==> config.mk <==
export PLATFORM = sky130hd
export DESIGN_NAME = animated_bitmap
export DESIGN_NICKNAME = d
export VERILOG_FILES = /design/src/rtl/animated_bitmap_pkg.sv /design/src/rtl/animated_bitmap_rom.sv /design/src/rtl/animated_bitmap.sv
export SDC_FILE = /design/constraint.sdc
export NUM_CORES = 1
export LEC_CHECK = 0
export BUFFER_PORTS_ARGS = -buffer_cell sky130_fd_sc_hd__buf_4
export CELL_PAD_IN_SITES_DETAIL_PLACEMENT = 1
export CELL_PAD_IN_SITES_GLOBAL_PLACEMENT = 1
export CORE_ASPECT_RATIO = 1.2
export CORE_UTILIZATION = 37
export DETAILED_ROUTE_END_ITERATION = 7
export PLACE_DENSITY = 0.77
export SLEW_MARGIN = 10
export SYNTH_ARGS = -nofsm -noshare
export SYNTH_HDL_FRONTEND = slang
export SYNTH_SLANG_ARGS = --single-unit
==> constraint.sdc <==
create_clock -name clk -period 2 [get_ports clk]
set_input_delay 0.2 -clock clk [delete_from_list [all_inputs] [get_ports clk]]
set_output_delay 0.2 -clock clk [all_outputs]
set_load 0.1 [all_outputs]
==> src/rtl/animated_bitmap_pkg.sv <==
// Shared types and constants for the animated sprite renderer.
//   rgb332_t             : 8-bit RGB332 colour
//   anim_mode_t          : LOOP / PINGPONG frame sequencing
//   dir_t                : PINGPONG stepping direction
//   TRANSPARENT_ENCODING : colour value that is never drawn
package animated_bitmap_pkg;

  typedef logic [7:0] rgb332_t;

  typedef enum logic {LOOP = 1'b0, PINGPONG = 1'b1} anim_mode_t;
  typedef enum logic {UP = 1'b0, DOWN = 1'b1} dir_t;

  localparam rgb332_t TRANSPARENT_ENCODING = 8'hFF;
  // Colour of the sprite's rightmost column in every frame.
  localparam rgb332_t EDGE_COLOUR = 8'h4C;

  localparam int unsigned FRAME_W = 4;   // frame index width (up to 16 frames)
  localparam int unsigned HOLD_W  = 8;   // hold counter width (FRAME_HOLD up to 255)
  localparam int unsigned COORD_W = 11;  // pixel offset width

endpackage

==> src/rtl/animated_bitmap_rom.sv <==
// Combinational sprite store: returns the texel colour for (frame, row, col).
//   i_frame    : animation frame
//   i_row      : texel row
//   i_col      : texel column
//   o_colour_c : texel colour (combinational)
// Texel map: the rightmost column is EDGE_COLOUR, the main diagonal
// (row == col) is transparent, every other texel is a frame-dependent hue in
// the top 3 bits with (col ^ row) in the low 5 bits.
module animated_bitmap_rom
  import animated_bitmap_pkg::*;
#(
  parameter int unsigned X_BITS = 5,
  parameter int unsigned Y_BITS = 5
) (
  input  logic [FRAME_W-1:0] i_frame,
  input  logic [Y_BITS-1:0]  i_row,
  input  logic [X_BITS-1:0]  i_col,
  output rgb332_t            o_colour_c
);

  logic [2:0]         w_hue;
  logic [COORD_W-1:0] w_col_ext;
  logic [COORD_W-1:0] w_row_ext;

  // Fold frame bit 3 into the hue so frames 8..15 differ from 0..7.
  assign w_hue     = i_frame[2:0] ^ {2'b00, i_frame[3]};
  assign w_col_ext = COORD_W'(i_col);
  assign w_row_ext = COORD_W'(i_row);

  // Texel lookup
  always_comb begin
    o_colour_c = {w_hue, 5'(w_col_ext ^ w_row_ext)};
    if (i_col == '1) begin
      o_colour_c = EDGE_COLOUR;
    end else if (w_col_ext == w_row_ext) begin
      o_colour_c = TRANSPARENT_ENCODING;
    end
  end

endmodule

==> src/rtl/animated_bitmap.sv <==
// Animated sprite renderer: registered pixel lookup plus frame sequencer.
//   clk, resetN     : clock, async active-low reset
//   startOfFrame    : one-cycle pulse per video frame
//   offsetX/offsetY : pixel position relative to the sprite's top-left corner
//   InsideRectangle : pixel lies inside the sprite rectangle
//   animEnable      : animation runs while high
//   animMode        : 0 = LOOP, 1 = PINGPONG
//   mirrorX         : horizontal flip (honoured only with ANIMATED_BITMAP_MIRROR_EN)
//   drawingRequest  : pixel is opaque (1 clk after the offsets)
//   RGBout          : pixel colour, 8'h00 when not drawing
//   frameIndex      : current animation frame
// Optional feature: define ANIMATED_BITMAP_MIRROR_EN to enable mirrorX.
module animated_bitmap
  import animated_bitmap_pkg::*;
#(
  parameter int unsigned OBJECT_NUMBER_OF_X_BITS = 5,
  parameter int unsigned OBJECT_NUMBER_OF_Y_BITS = 5,
  parameter int unsigned NUM_FRAMES              = 4,
  parameter int unsigned FRAME_HOLD              = 8
) (
  input  logic               clk,
  input  logic               resetN,
  input  logic               startOfFrame,
  input  logic [COORD_W-1:0] offsetX,
  input  logic [COORD_W-1:0] offsetY,
  input  logic               InsideRectangle,
  input  logic               animEnable,
  input  logic               animMode,
  input  logic               mirrorX,
  output logic               drawingRequest,
  output rgb332_t            RGBout,
  output logic [FRAME_W-1:0] frameIndex
);

  localparam logic [FRAME_W-1:0] LAST_FRAME = FRAME_W'(NUM_FRAMES - 1);
  localparam logic [HOLD_W-1:0]  LAST_HOLD  = HOLD_W'(FRAME_HOLD - 1);

  logic [FRAME_W-1:0]                 r_frame;
  logic [HOLD_W-1:0]                  r_hold;
  dir_t                               r_dir;
  logic                               r_draw;
  rgb332_t                            r_rgb;

  logic                               w_in_range;
  logic [OBJECT_NUMBER_OF_X_BITS-1:0] w_col;
  logic [OBJECT_NUMBER_OF_Y_BITS-1:0] w_row;
  rgb332_t                            w_colour;
  logic                               w_opaque;

  // Range check on the full offsets, before truncation to texel indices.
  assign w_in_range = InsideRectangle
                    && ((offsetX >> OBJECT_NUMBER_OF_X_BITS) == '0)
                    && ((offsetY >> OBJECT_NUMBER_OF_Y_BITS) == '0);

  assign w_row = offsetY[OBJECT_NUMBER_OF_Y_BITS-1:0];

`ifdef ANIMATED_BITMAP_MIRROR_EN
  // Bitwise inversion maps column c to 2^X-1-c.
  assign w_col = mirrorX ? ~offsetX[OBJECT_NUMBER_OF_X_BITS-1:0]
                         :  offsetX[OBJECT_NUMBER_OF_X_BITS-1:0];
`else
  logic w_unused_mirror;
  assign w_col           = offsetX[OBJECT_NUMBER_OF_X_BITS-1:0];
  assign w_unused_mirror = mirrorX;
`endif

  animated_bitmap_rom #(
    .X_BITS (OBJECT_NUMBER_OF_X_BITS),
    .Y_BITS (OBJECT_NUMBER_OF_Y_BITS)
  ) u_rom (
    .i_frame    (r_frame),
    .i_row      (w_row),
    .i_col      (w_col),
    .o_colour_c (w_colour)
  );

  assign w_opaque = w_in_range && (w_colour != TRANSPARENT_ENCODING);

  // Pixel output register; the lookup sees the frame held before any
  // startOfFrame on the same edge.
  always_ff @(posedge clk or negedge resetN) begin
    if (!resetN) begin
      r_draw <= 1'b0;
      r_rgb  <= '0;
    end else begin
      r_draw <= w_opaque;
      r_rgb  <= w_opaque ? w_colour : rgb332_t'(8'h00);
    end
  end

  // Frame sequencer: hold counter plus UP/DOWN direction FSM.
  // In LOOP mode the direction is forced back to UP on each advance.
  always_ff @(posedge clk or negedge resetN) begin
    if (!resetN) begin
      r_hold  <= '0;
      r_frame <= '0;
      r_dir   <= UP;
    end else if (startOfFrame && animEnable) begin
      if (r_hold == LAST_HOLD) begin
        r_hold <= '0;
        if (NUM_FRAMES == 1) begin
          r_frame <= '0;
          r_dir   <= UP;
        end else if (anim_mode_t'(animMode) == LOOP) begin
          r_dir   <= UP;
          r_frame <= (r_frame == LAST_FRAME) ? '0 : r_frame + FRAME_W'(1);
        end else if (r_dir == UP) begin
          if (r_frame == LAST_FRAME) begin
            r_dir   <= DOWN;
            r_frame <= r_frame - FRAME_W'(1);
          end else begin
            r_frame <= r_frame + FRAME_W'(1);
          end
        end else begin
          if (r_frame == '0) begin
            r_dir   <= UP;
            r_frame <= FRAME_W'(1);
          end else begin
            r_frame <= r_frame - FRAME_W'(1);
          end
        end
      end else begin
        r_hold <= r_hold + HOLD_W'(1);
      end
    end
  end

  assign drawingRequest = r_draw;
  assign RGBout         = r_rgb;
  assign frameIndex     = r_frame;

endmodule

After elaboration in Yosys (flattened, before gate mapping) --
Cells that the tools add are included.
Storage, ports and cells: bits in registers 22, input port bits 29, output and inout port bits 13
Cells by class: $add $sub $neg 3, equality and inequality tests 5, multiplexer cells 13, bitwise gates (word level) 2, reductions and logical operators 8
Operator list (number):
- 2-to-1 mux 8 bit | 4
- zero test 11 bit | 2
- 2-to-1 mux 4 bit | 5
- adder 8 x 1 -> 8 bit (second input constant) | 1
- equality test 8 x 3 -> 1 bit (second input constant) | 1
- != test 8 bit (second input constant) | 1
- equality test 5 bit | 1
- equality test 5 bit (second input constant) | 1
- bitwise XOR 5 bit | 1
- adder 4 x 1 -> 4 bit (second input constant) | 1
- equality test 4 x 2 -> 1 bit (second input constant) | 1
- logical AND 1 bit | 4
- zero test 4 bit | 1
- 2-to-1 mux 1 bit | 4
- subtractor 4 x 1 -> 4 bit (second input constant) | 1
- bitwise XOR 3 x 1 -> 3 bit | 1
- AND reduction 2 bit | 1

Depth between registers and ports, before layout --
Gate-level depths: netlist (run 1).
depth in word-level cells 6, mapped depth 7, depth with buffers taken out 6

By module --
A second synthesis (run 1) with hierarchy kept.
Second synthesis, totals: cells, all modules 140, area total of the unflattened synthesis 1341.3 um2
By module, submodules not included:
- animated_bitmap | times used 1, cells each 117, area an instance 1173.6 um2, sequential area each 550.5 um2
- animated_bitmap_rom | times used 1, cells each 23, area an instance 167.7 um2, sequential area each 0.0 um2

Least setup slack after synthesis (run 1) --
No wires, ideal clock.
path type reg2reg, from register r_frame[1] (netlist: frameIndex[1]), to register r_frame[1] (netlist: frameIndex[1]), setup time 130 ps, arrival 2162 ps, setup slack -292 ps, cell stages (with the launch flop) 6, clock period less this slack 2292 ps, cells stage by stage dfrtp_1 > ha_1 > or3b_4 > or2_0 > a22oi_1 > o22ai_1
Between the ends: cells in the longest elaborated chain, start to end 4
Ends and longest elaborated chain:
- from (decl) | line animated_bitmap.sv:38 | logic [FRAME_W-1:0] r_frame;
- from (signal assigned) | line animated_bitmap.sv:106 | r_frame <= (r_frame == LAST_FRAME) ? '0 : r_frame + FRAME_W'(1);
- from (signal assigned) | line animated_bitmap.sv:110 | r_frame <= r_frame - FRAME_W'(1);
- from (signal assigned) | line animated_bitmap.sv:112 | r_frame <= r_frame + FRAME_W'(1);
- adder 4 x 1 -> 4 bit (tied with other cells) | line animated_bitmap.sv:106, animated_bitmap.sv:112
- 2-to-1 mux 4 bit, on equally long branches | line animated_bitmap.sv:108, animated_bitmap.sv:115
- 2-to-1 mux 4 bit | line animated_bitmap.sv:107 | end else if (r_dir == UP) begin
- 2-to-1 mux 4 bit (*) | line animated_bitmap.sv:104 | end else if (anim_mode_t'(animMode) == LOOP) begin
Every way passes the cells marked *; elsewhere a longest branch is shown, timed or not. A chain may end at the register's enable or synchronous reset.

Worst setup path in the final report (run 1) --
Ends and elaborated chain as after synthesis.

==> results of run 1 <==
-- power groups by stage --
| stage | Sequential, W | Clock (W) | Combinational [W] |
|---|---|---|---|
| 4_1_cts | 0.000684 | 0.000430 | 0.000865 |
| 2_1_floorplan | 0.000856 | 0 | 0.000468 |
| 6_report | 0.000684 | 0.000416 | 0.000857 |
| 3_5_place_dp | 0.000693 | 0 | 0.000856 |
| 5_1_grt | 0.000703 | 0.000446 | 0.000931 |
| 3_3_place_gp | 0.000682 | 0 | 0.000815 |
-- placed cells by master, fill, tap and decap left out, types with 2 or more instances in the layout --
cell type,count
inv_1,3
xor2_1,5
clkbuf_8,3
ha_1,4
buf_4,41
nand3_1,7
dfrtp_2,3
xnor2_1,8
o21ai_0,3
a21oi_1,6
nand2_1,6
a32oi_1,2
nor2_1,10
or2_0,2
and3_1,4
dfrtp_1,19
a31oi_1,3
o211ai_1,2
nor4_1,3
nor3_1,6
nand4_1,4
-- registers in the layout (all words and copies together), names as in the netlist --
| signal | flops |
|---|---|
| r_dir | 1 |
| drawingRequest | 1 |
| frameIndex | 4 |
| r_hold | 8 |
| RGBout | 8 |
-- stage by stage --
step                setup WS [ns]  total power (W)  utilization  instances
floorplan                  0.0335          0.00132            -        129
global placement            0.322          0.00150        0.477        199
detailed placement          0.248          0.00155        0.477        199
CTS                         0.223          0.00198        0.501        204
global route                0.101          0.00208        0.501        204
finish                      0.220          0.00196        0.501        204
-- cells by family (layout without fill, tap and decap cells) --
group / count (synthesis) / in the layout / share of synthesized area
AO/OA/AOI/OAI: 25 / 25 / 0.129
buffers and inverters: 11 / 49 / 0.0518
AND/OR/NAND/NOR: 52 / 52 / 0.245
flip-flops: 22 / 22 / 0.422
adder cells (fa/ha/maj): 4 / 4 / 0.0384
XOR/XNOR: 13 / 13 / 0.0872
multiplexers: 2 / 2 / 0.0259
-- layer usage --
metal	GRT usage	vias up	part of all wire
met2	0.362	33	0.55
met4	0.0762	0	0.019
met3	0.0252	6	0.036
li1	-	551	-
met1	0.225	557	0.40
met5	0	-	0
-- how the worst max path moves through the flow --
stage	startpoint	end	slack, ns	cells past startpoint
after CTS	frameIndex[1]	frameIndex[1]	0.22	5
after global placement	frameIndex[1]	frameIndex[1]	0.32	5
after detailed placement	frameIndex[1]	frameIndex[1]	0.25	5
after floorplan	frameIndex[3]	frameIndex[3]	0.03	5
final	frameIndex[1]	frameIndex[1]	0.22	5
after global routing	frameIndex[1]	frameIndex[1]	0.10	5
-- repair_timing --
item | 4_1_cts | 5_1_grt
hold buffers | 1 | 0
resized for setup | 0 | 0
endpoints found under the hold margin | 22 | 0
-- final cells by class --
type | instances | share of cell area
multi-input combinational | 96 | 0.407
clock buffer | 3 | 0.0245
timing repair buffer | 42 | 0.188
inverter | 3 | 0.00667
tap | 37 | 0.0274
sequential | 22 | 0.328
clock inverter | 1 | 0.0178
==> impl_metrics.yaml, run 1 <==
run_status:
  status: "completed"
sta:
  period_share: 0.890
  setup_viol_count_final: 0
  fmax_ghz: 0.562
  fin_tns_setup_ns: 0
  hold_slack_ns: 0.249
  tightest_slew_ns: 0.462
  rsz0062_at_grt: "no"
  clock_skew_ns: 0.00439
  final-hold-violation-count: 0
  period_needed_ns: 1.78
  relSlewSlack: 0.692
  slew_violations: 0
min_path:
  hold_end: "frameIndex[3]"
  min_path_cells: 2
  min_from: "animMode"
  hold_class: "in -> reg"
floorplanning:
  rows: 23
  initial_core_util: 0.388
  core_area_mm2: 0.00337
  pin_count: 42
  dieHeight_um: 67.1
  die_width_um: 56.2
  dieArea_mm2: 0.00377
placed_design:
  portBuffers: 40
  place_area_mm2: 0.00161
  dp_hpwl_mm: 2.63
  place_congestion: 0.825
power_and_ir_drop:
  clockPowerShare: 0.213
  peakVddDrop_uv: 1210
  switching_share: 0.425
  power_density_mw_per_mm2: 1160
  internal_power_w: 0.00113
  switchingPower_w: 0.000832
  p_leak_nw: 0.787
  p_seq_frac: 0.349
  combPwrFrac: 0.438
clock_network:
  clk_latency_ns: 0.26
  cts_setup_buffers: 0
  cts_tree: "built"
  htree_levels: 1
  clockRootBuffer: "clkbuf_8"
  cts_buffers: 3
  clk_pin_slew_ns: 0.08
  cts_max_path_buffers: 2
  clock_sinks: 22
yosys:
  avgSynthCellArea_um2: 10.1
  synth.cell_area_mm2: 0.00131
  synth-edff-count: 0
  synth_flop_cell: "dfrtp_1"
  yosys.cell_types.count: 43
  synth-async-reset-ratio: 1.00
  ys_ff_latch: 22
  yosysSeqAreaShare: 0.422
  syn_inst: 129
  synth_area_leaders: "dfrtp_1 42%, xnor2_1 5.4%, ha_1 3.8%"
  synth_most_common_cell: "dfrtp_1"
  synth_nets: 162
  synth_top_area_frac: 0.422
  ys.warnings.count: 0
  synth_common_cells: "22 x dfrtp_1, 10 x nor2_1, 8 x xnor2_1"
  synth_top_area_cell: "dfrtp_1"
worst_setup_path:
  crit_chain: "ha_1, or3b_4, or2_0, a22oi_1, o22ai_1"
  slowest_delay_ns: 0.45
  critPathTopFamily: "simple AND/OR/NAND/NOR gates"
  regToRegEndpoint: "frameIndex[1]"
  crit_required_ns: 2.14
  crit_fanout: 8
  start_kind: "flip-flop"
  endpoint_kind: "flip-flop"
  worstPathBufferInverterCount: 0
  r2r_setup_slack_ns: 0.22
  reg2regPathDepth: 5
  reg2reg_from: "frameIndex[1]"
  setup.worst_path.class: "reg -> reg"
  crit_path_top_delay_cell: "dfrtp_2"
  critical_path_arrival_ns: 1.92
final_layout:
  multiInputGateArea_um2: 687
  fin_nets: 201
  syn_to_final_growth_pct: 29.3
  fillers: 376
  antenna_cells: 0
  drive_above_1_share: 0.335
  regArea_um2: 554
  final_area_mm2: 0.00169
route:
  drt-vias-per-instance: 5.62
  detail-route-antenna-nets: 0
  routedWlPerCell_um: 16.4
  num_vias: 1147
  drt_drc_violations_left: 0
  drtPass1Iterations: 4
  drt-initial-drc-count: 23
  drt_wl_total_mm: 3.35
grt:
  grt_pass1_wl_mm: 5.58
  grt_overflow_total: 0
  grt_max_degree: 23
  grt_pass1_vias: 1212
  antenna_found_initial: 0
  grt.total_usage: 0.194
run:
  max_cap_viol_count: 0
No activity file was read; power rests on OpenSTA's default activity.
==> run 2, diff against run 1 <==
Settings changed: BUFFER_PORTS_ARGS -buffer_cell sky130_fd_sc_hd__buf_4 to -buffer_cell sky130_fd_sc_hd__buf_2.
Clock period 2 ns to 1.8 ns, I/O delays scaled along.
==> run 2 against run 1 <==
Compared with the run above:
- worst hold slack worse by 0.027 ns
- via count up 1.2%
- setup slack worse by 0.15 ns
- sequential cell count unchanged
- design area down 5.8%
- critical path depth unchanged
- sequential power up 17%
- register-to-register slack worse by 0.15 ns
- combinational power up 4.8%
==> impl_metrics.yaml, run 2 (synthesis gave the netlist of run 1 again) <==
final_layout:
  drive_above_1_share: 0.347
  fillers: 418
  antenna_cells: 0
  mostFrequentLayoutCells: "40 x buf_2, 18 x dfrtp_1, 10 x nor2_1"
  final_core_util: 0.472
  syn_to_final_growth_pct: 21.9
  final_common_cell: "buf_2"
  fin_nets: 201
floorplanning:
  rows: 23
  dieArea_mm2: 0.00377
  dieHeight_um: 67.1
  core_area_mm2: 0.00337
  initial_core_util: 0.388
  pin_count: 42
  die_width_um: 56.2
sta:
  fin_tns_setup_ns: 0
  rsz0062_at_grt: "no"
  slew_violations: 0
  tightest_slew_ns: 0.530
  fmax_ghz: 0.578
  setup_viol_count_final: 0
  period_share: 0.961
  clock_skew_ns: 0.00662
  final-hold-violation-count: 0
  period_needed_ns: 1.73
  relSlewSlack: 0.647
grt:
  grt_max_degree: 23
  grt_pass1_vias: 1212
  grt_pass1_wl_mm: 5.58
  grt_overflow_total: 0
  antenna_found_initial: 0
  grt.total_usage: 0.193
worst_setup_path:
  critical_path_arrival_ns: 1.90
  crit_fanout: 11
  r2r_setup_slack_ns: 0.07
  reg2regPathDepth: 5
  endpoint_kind: "flip-flop"
  crit_required_ns: 1.97
  reg2reg_from: "frameIndex[0]"
  start_kind: "flip-flop"
  regToRegEndpoint: "frameIndex[2]"
  setup.worst_path.class: "reg -> reg"
power_and_ir_drop:
  power_density_mw_per_mm2: 1300
  peakVddDrop_uv: 964
  p_leak_nw: 0.752
min_path:
  hold_end: "r_hold[2]"
  min_path_cells: 3
  min_from: "startOfFrame"
  hold_class: "in -> reg"
clock_network:
  clockRootBuffer: "clkbuf_8"
  clk_pin_slew_ns: 0.09
  clock_sinks: 22
  clk_latency_ns: 0.27
  cts_tree: "built"
  cts_buffers: 3
  htree_levels: 1
  cts_max_path_buffers: 2
  cts_setup_buffers: 0
placed_design:
  place_congestion: 0.800
  portBuffers: 40
  dp_hpwl_mm: 2.51
route:
  drt-vias-per-instance: 5.69
  drt_drc_violations_left: 0
  num_vias: 1161
  drt_wl_total_mm: 3.31
  routedWlPerCell_um: 16.2
  drt-initial-drc-count: 25
  detail-route-antenna-nets: 0
  drtPass1Iterations: 4
run:
  max_cap_viol_count: 0
run_status:
  status: "completed"
## run 2: changes by cell type in the layout (fill, tap and decap cells not counted), sizes merged
cell / change
bufinv: -1
clkbuf: +1
## run 2: stage by stage
stage / setup slack, ns / area [um^2] / instances / hold WS (ns) / total power, W
6_report: 0.0705 / 1590 / 204 / 0.223 / 0.00207
5_1_grt: 0.0327 / 1590 / 204 / 0.249 / 0.00219
4_1_cts: 0.0761 / 1590 / 204 / 0.227 / 0.00209
3_5_place_dp: 0.106 / 1530 / 199 / 0.179 / 0.00170
3_3_place_gp: 0.154 / 1530 / 199 / 0.177 / 0.00165
2_1_floorplan: 0.0170 / 1330 / 129 / -0.116 / 0.00150
## run 2: timing repair
item | in CTS | in global routing
hold buffers | 1 | 0
endpoints found under the hold margin | 22 | 0
resized for setup | 0 | 0
## run 2: worst max-delay path by stage
stage / start / to / slack, ns / depth (start not counted)
floorplan: frameIndex[1] / frameIndex[1] / 0.02 / 5
global placement: frameIndex[0] / frameIndex[1] / 0.15 / 5
detailed placement: frameIndex[0] / frameIndex[2] / 0.11 / 5
CTS: frameIndex[0] / frameIndex[2] / 0.08 / 5
global route: frameIndex[0] / frameIndex[1] / 0.03 / 5
finish: frameIndex[0] / frameIndex[2] / 0.07 / 5
## run 2: layout make-up
class | count | area, um^2 | share of cell area
Sequential cell | 22 | 561 | 0.352
Timing Repair Buffer | 42 | 218 | 0.137
Clock buffer | 4 | 55.1 | 0.0346
Tap cell | 37 | 46.3 | 0.0291
Inverter | 3 | 11.3 | 0.00708
Multi-Input combinational cell | 96 | 699 | 0.440
## run 2: worst max-delay path, stage by stage (launching register included)
cell	delay [ns]
dfrtp_4	0.51
ha_4	0.18
or3b_4	0.41
mux2i_4	0.21
a31oi_1	0.11
o31ai_1	0.21
## run 2: report_power, final
| group | total [W] | switching, W | leakage, nW | internal [W] |
|---|---|---|---|---|
| Combinational | 0.000898 | 0.000577 | 0.444 | 0.000320 |
| Clock | 0.000370 | 0.000174 | 0.0288 | 0.000196 |
| Sequential | 0.000801 | 0.000188 | 0.279 | 0.000613 |
| Total | 0.00207 | 0.000939 | 0.752 | 0.00113 |
## run 2: per-layer routing
layer	global-route usage	up-vias	wire, um	share of wire
met5	0	-	0	0
met2	0.376	37	1790	0.54
met4	0.0701	0	68	0.021
met1	0.211	564	1330	0.40
li1	-	551	-	-
met3	0.0252	9	123	0.037
==> run 3, diff against run 2 <==
Settings changed: PLACE_DENSITY 0.77 to 0.84.
==> run 3 against run 2 <==
Compared with the run above:
- count of clock-buffer cells in the layout is 1 lower
- setup slack better by 0.032 ns
- sequential share of layout area is 0.52 points lower
- combinational power is 1% higher
- design area is 1.5% higher
- clock skew is 0.0050 ns lower
- die area stayed put
- core utilization is 0.71 points higher
- first-iteration DRC count is 20% higher
- global-route usage is 1.2 points lower
- via count is 2.3% lower
- sequential cell count stayed put
- critical path type unchanged
==> impl_metrics.yaml, run 3 (synthesis gave the netlist of run 1 again) <==
worst_setup_path:
  crit_path_top_delay_cell: "dfrtp_4"
  crit_fanout: 8
  slowest_delay_ns: 0.49
  start_kind: "flip-flop"
  endpoint_kind: "flip-flop"
  critPathTopFamily: "simple AND/OR/NAND/NOR gates"
  crit_chain: "ha_4, or3b_4, or2_0, a22oi_1, o22ai_1"
  worstPathBufferInverterCount: 0
  critical_path_arrival_ns: 1.84
  crit_required_ns: 1.94
  setup.worst_path.class: "reg -> reg"
placed_design:
  place_congestion: 0.760
  place_ws_ns: 0.124
  portBuffers: 40
  dp_hpwl_mm: 2.40
power_and_ir_drop:
  power_density_mw_per_mm2: 1350
  switchingPower_w: 0.000925
  combPwrFrac: 0.418
  p_leak_nw: 0.765
  internal_power_w: 0.00125
  p_seq_frac: 0.368
  peakVddDrop_uv: 878
  clockPowerShare: 0.214
  power_w: 0.00217
  switching_share: 0.425
floorplanning:
  initial_core_util: 0.388
  die_width_um: 56.2
  pin_count: 42
  rows: 23
  dieHeight_um: 67.1
  dieArea_mm2: 0.00377
  core_area_mm2: 0.00337
grt:
  grt_max_degree: 23
  antenna_found_initial: 0
  grt.total_usage: 0.181
  grt_overflow_total: 0
  grt_pass1_wl_mm: 5.26
  grt_pass1_vias: 1218
run:
  max_cap_viol_count: 0
sta:
  relSlewSlack: 0.664
  slew_violations: 0
  tightest_slew_ns: 0.504
  period_share: 0.943
  fin_tns_setup_ns: 0
  fin_ws_ns: 0.102
  clock_skew_ns: 0.00166
  rsz0062_at_grt: "no"
  final-hold-violation-count: 0
  fmax_ghz: 0.589
  period_needed_ns: 1.70
  setup_viol_count_final: 0
final_layout:
  mostFrequentLayoutCells: "40 x buf_2, 18 x dfrtp_1, 10 x nor2_1"
  drive_above_1_share: 0.351
  syn_to_final_growth_pct: 23.7
  final_core_util: 0.479
  antenna_cells: 0
  final_common_cell: "buf_2"
  fin_nets: 202
  fillers: 393
route:
  routedWlPerCell_um: 15.0
  detail-route-antenna-nets: 0
  num_vias: 1134
  drt-initial-drc-count: 30
  drt-vias-per-instance: 5.53
  drt_drc_violations_left: 0
  drt_wl_total_mm: 3.09
  drtPass1Iterations: 4
clock_network:
  cts_resized: 0
  clockRootBuffer: "clkbuf_8"
  cts_tree: "built"
  cts_max_path_buffers: 2
  clk_latency_ns: 0.26
  clock_sinks: 22
  clk_pin_slew_ns: 0.08
  htree_levels: 1
  cts_buffers: 3
min_path:
  hold_class: "in -> reg"
run_status:
  status: "completed"
-- run 3: cell count changes in the layout (fill, tap and decap cells not counted) --
cell and change:
buf_4 +1, clkbuf_8 -1, bufinv_16 +1
-- run 3: what timing repair did --
action                                  in CTS  in global routing
endpoints found under the setup margin       0                  1
endpoints found under the hold margin       22                  0
hold buffers                                 1                  0
setup buffers                                0                  2
-- run 3: stage by stage --
stage	std cells	cell area, um^2	hold slack, ns
floorplan	129	1330	-0.116
global placement	198	1520	0.167
detailed placement	198	1520	0.179
CTS	203	1600	0.238
global route	205	1610	0.237
finish	205	1610	0.228
-- run 3: cell type report --
type | count | area (um^2) | area share
tap | 37 | 46.3 | 0.0287
inverter | 3 | 11.3 | 0.00698
multi-input combinational | 96 | 699 | 0.433
clock buffer | 3 | 41.3 | 0.0256
sequential | 22 | 561 | 0.347
clock inverter | 1 | 30.0 | 0.0186
timing repair buffer | 43 | 225 | 0.140
-- run 3: power by group through the flow --
| stage | registers, W | clock network (W) | logic, W |
|---|---|---|---|
| 5_1_grt | 0.000821 | 0.000488 | 0.000983 |
| 2_1_floorplan | 0.000975 | 0 | 0.000526 |
| 3_5_place_dp | 0.000818 | 0 | 0.000862 |
| 4_1_cts | 0.000808 | 0.000473 | 0.000867 |
| 3_3_place_gp | 0.000805 | 0 | 0.000832 |
| 6_report | 0.000801 | 0.000465 | 0.000908 |
-- run 3: worst register-to-register path, cell delays in order, from the launching register on --
cell and delay, ns:
dfrtp_4 0.49, ha_4 0.16, or3b_4 0.40, or2_0 0.24
a22oi_1 0.18, o22ai_1 0.11
-- run 3: worst paths after layout --
kind | from | to | slack [ns] | cells past startpoint
max in group asynchronous | resetN | frameIndex[0] | 1.02 | 2
min in group asynchronous | resetN | r_hold[3] | 0.41 | 2
worst max-delay path | frameIndex[0] | frameIndex[1] | 0.10 | 5
worst min register to register | r_hold[2] | r_hold[2] | 0.49 | 1
worst max register to register | frameIndex[0] | frameIndex[1] | 0.10 | 5
worst min-delay path | startOfFrame | r_hold[2] | 0.23 | 3
-- run 3: layer usage --
layer  track usage  share of wire  vias to the layer above
met5             0              0                        -
met2         0.333           0.53                       21
met3        0.0233          0.026                        6
met1         0.202           0.42                      558
met4        0.0976          0.019                        0
li1              -              -                      549
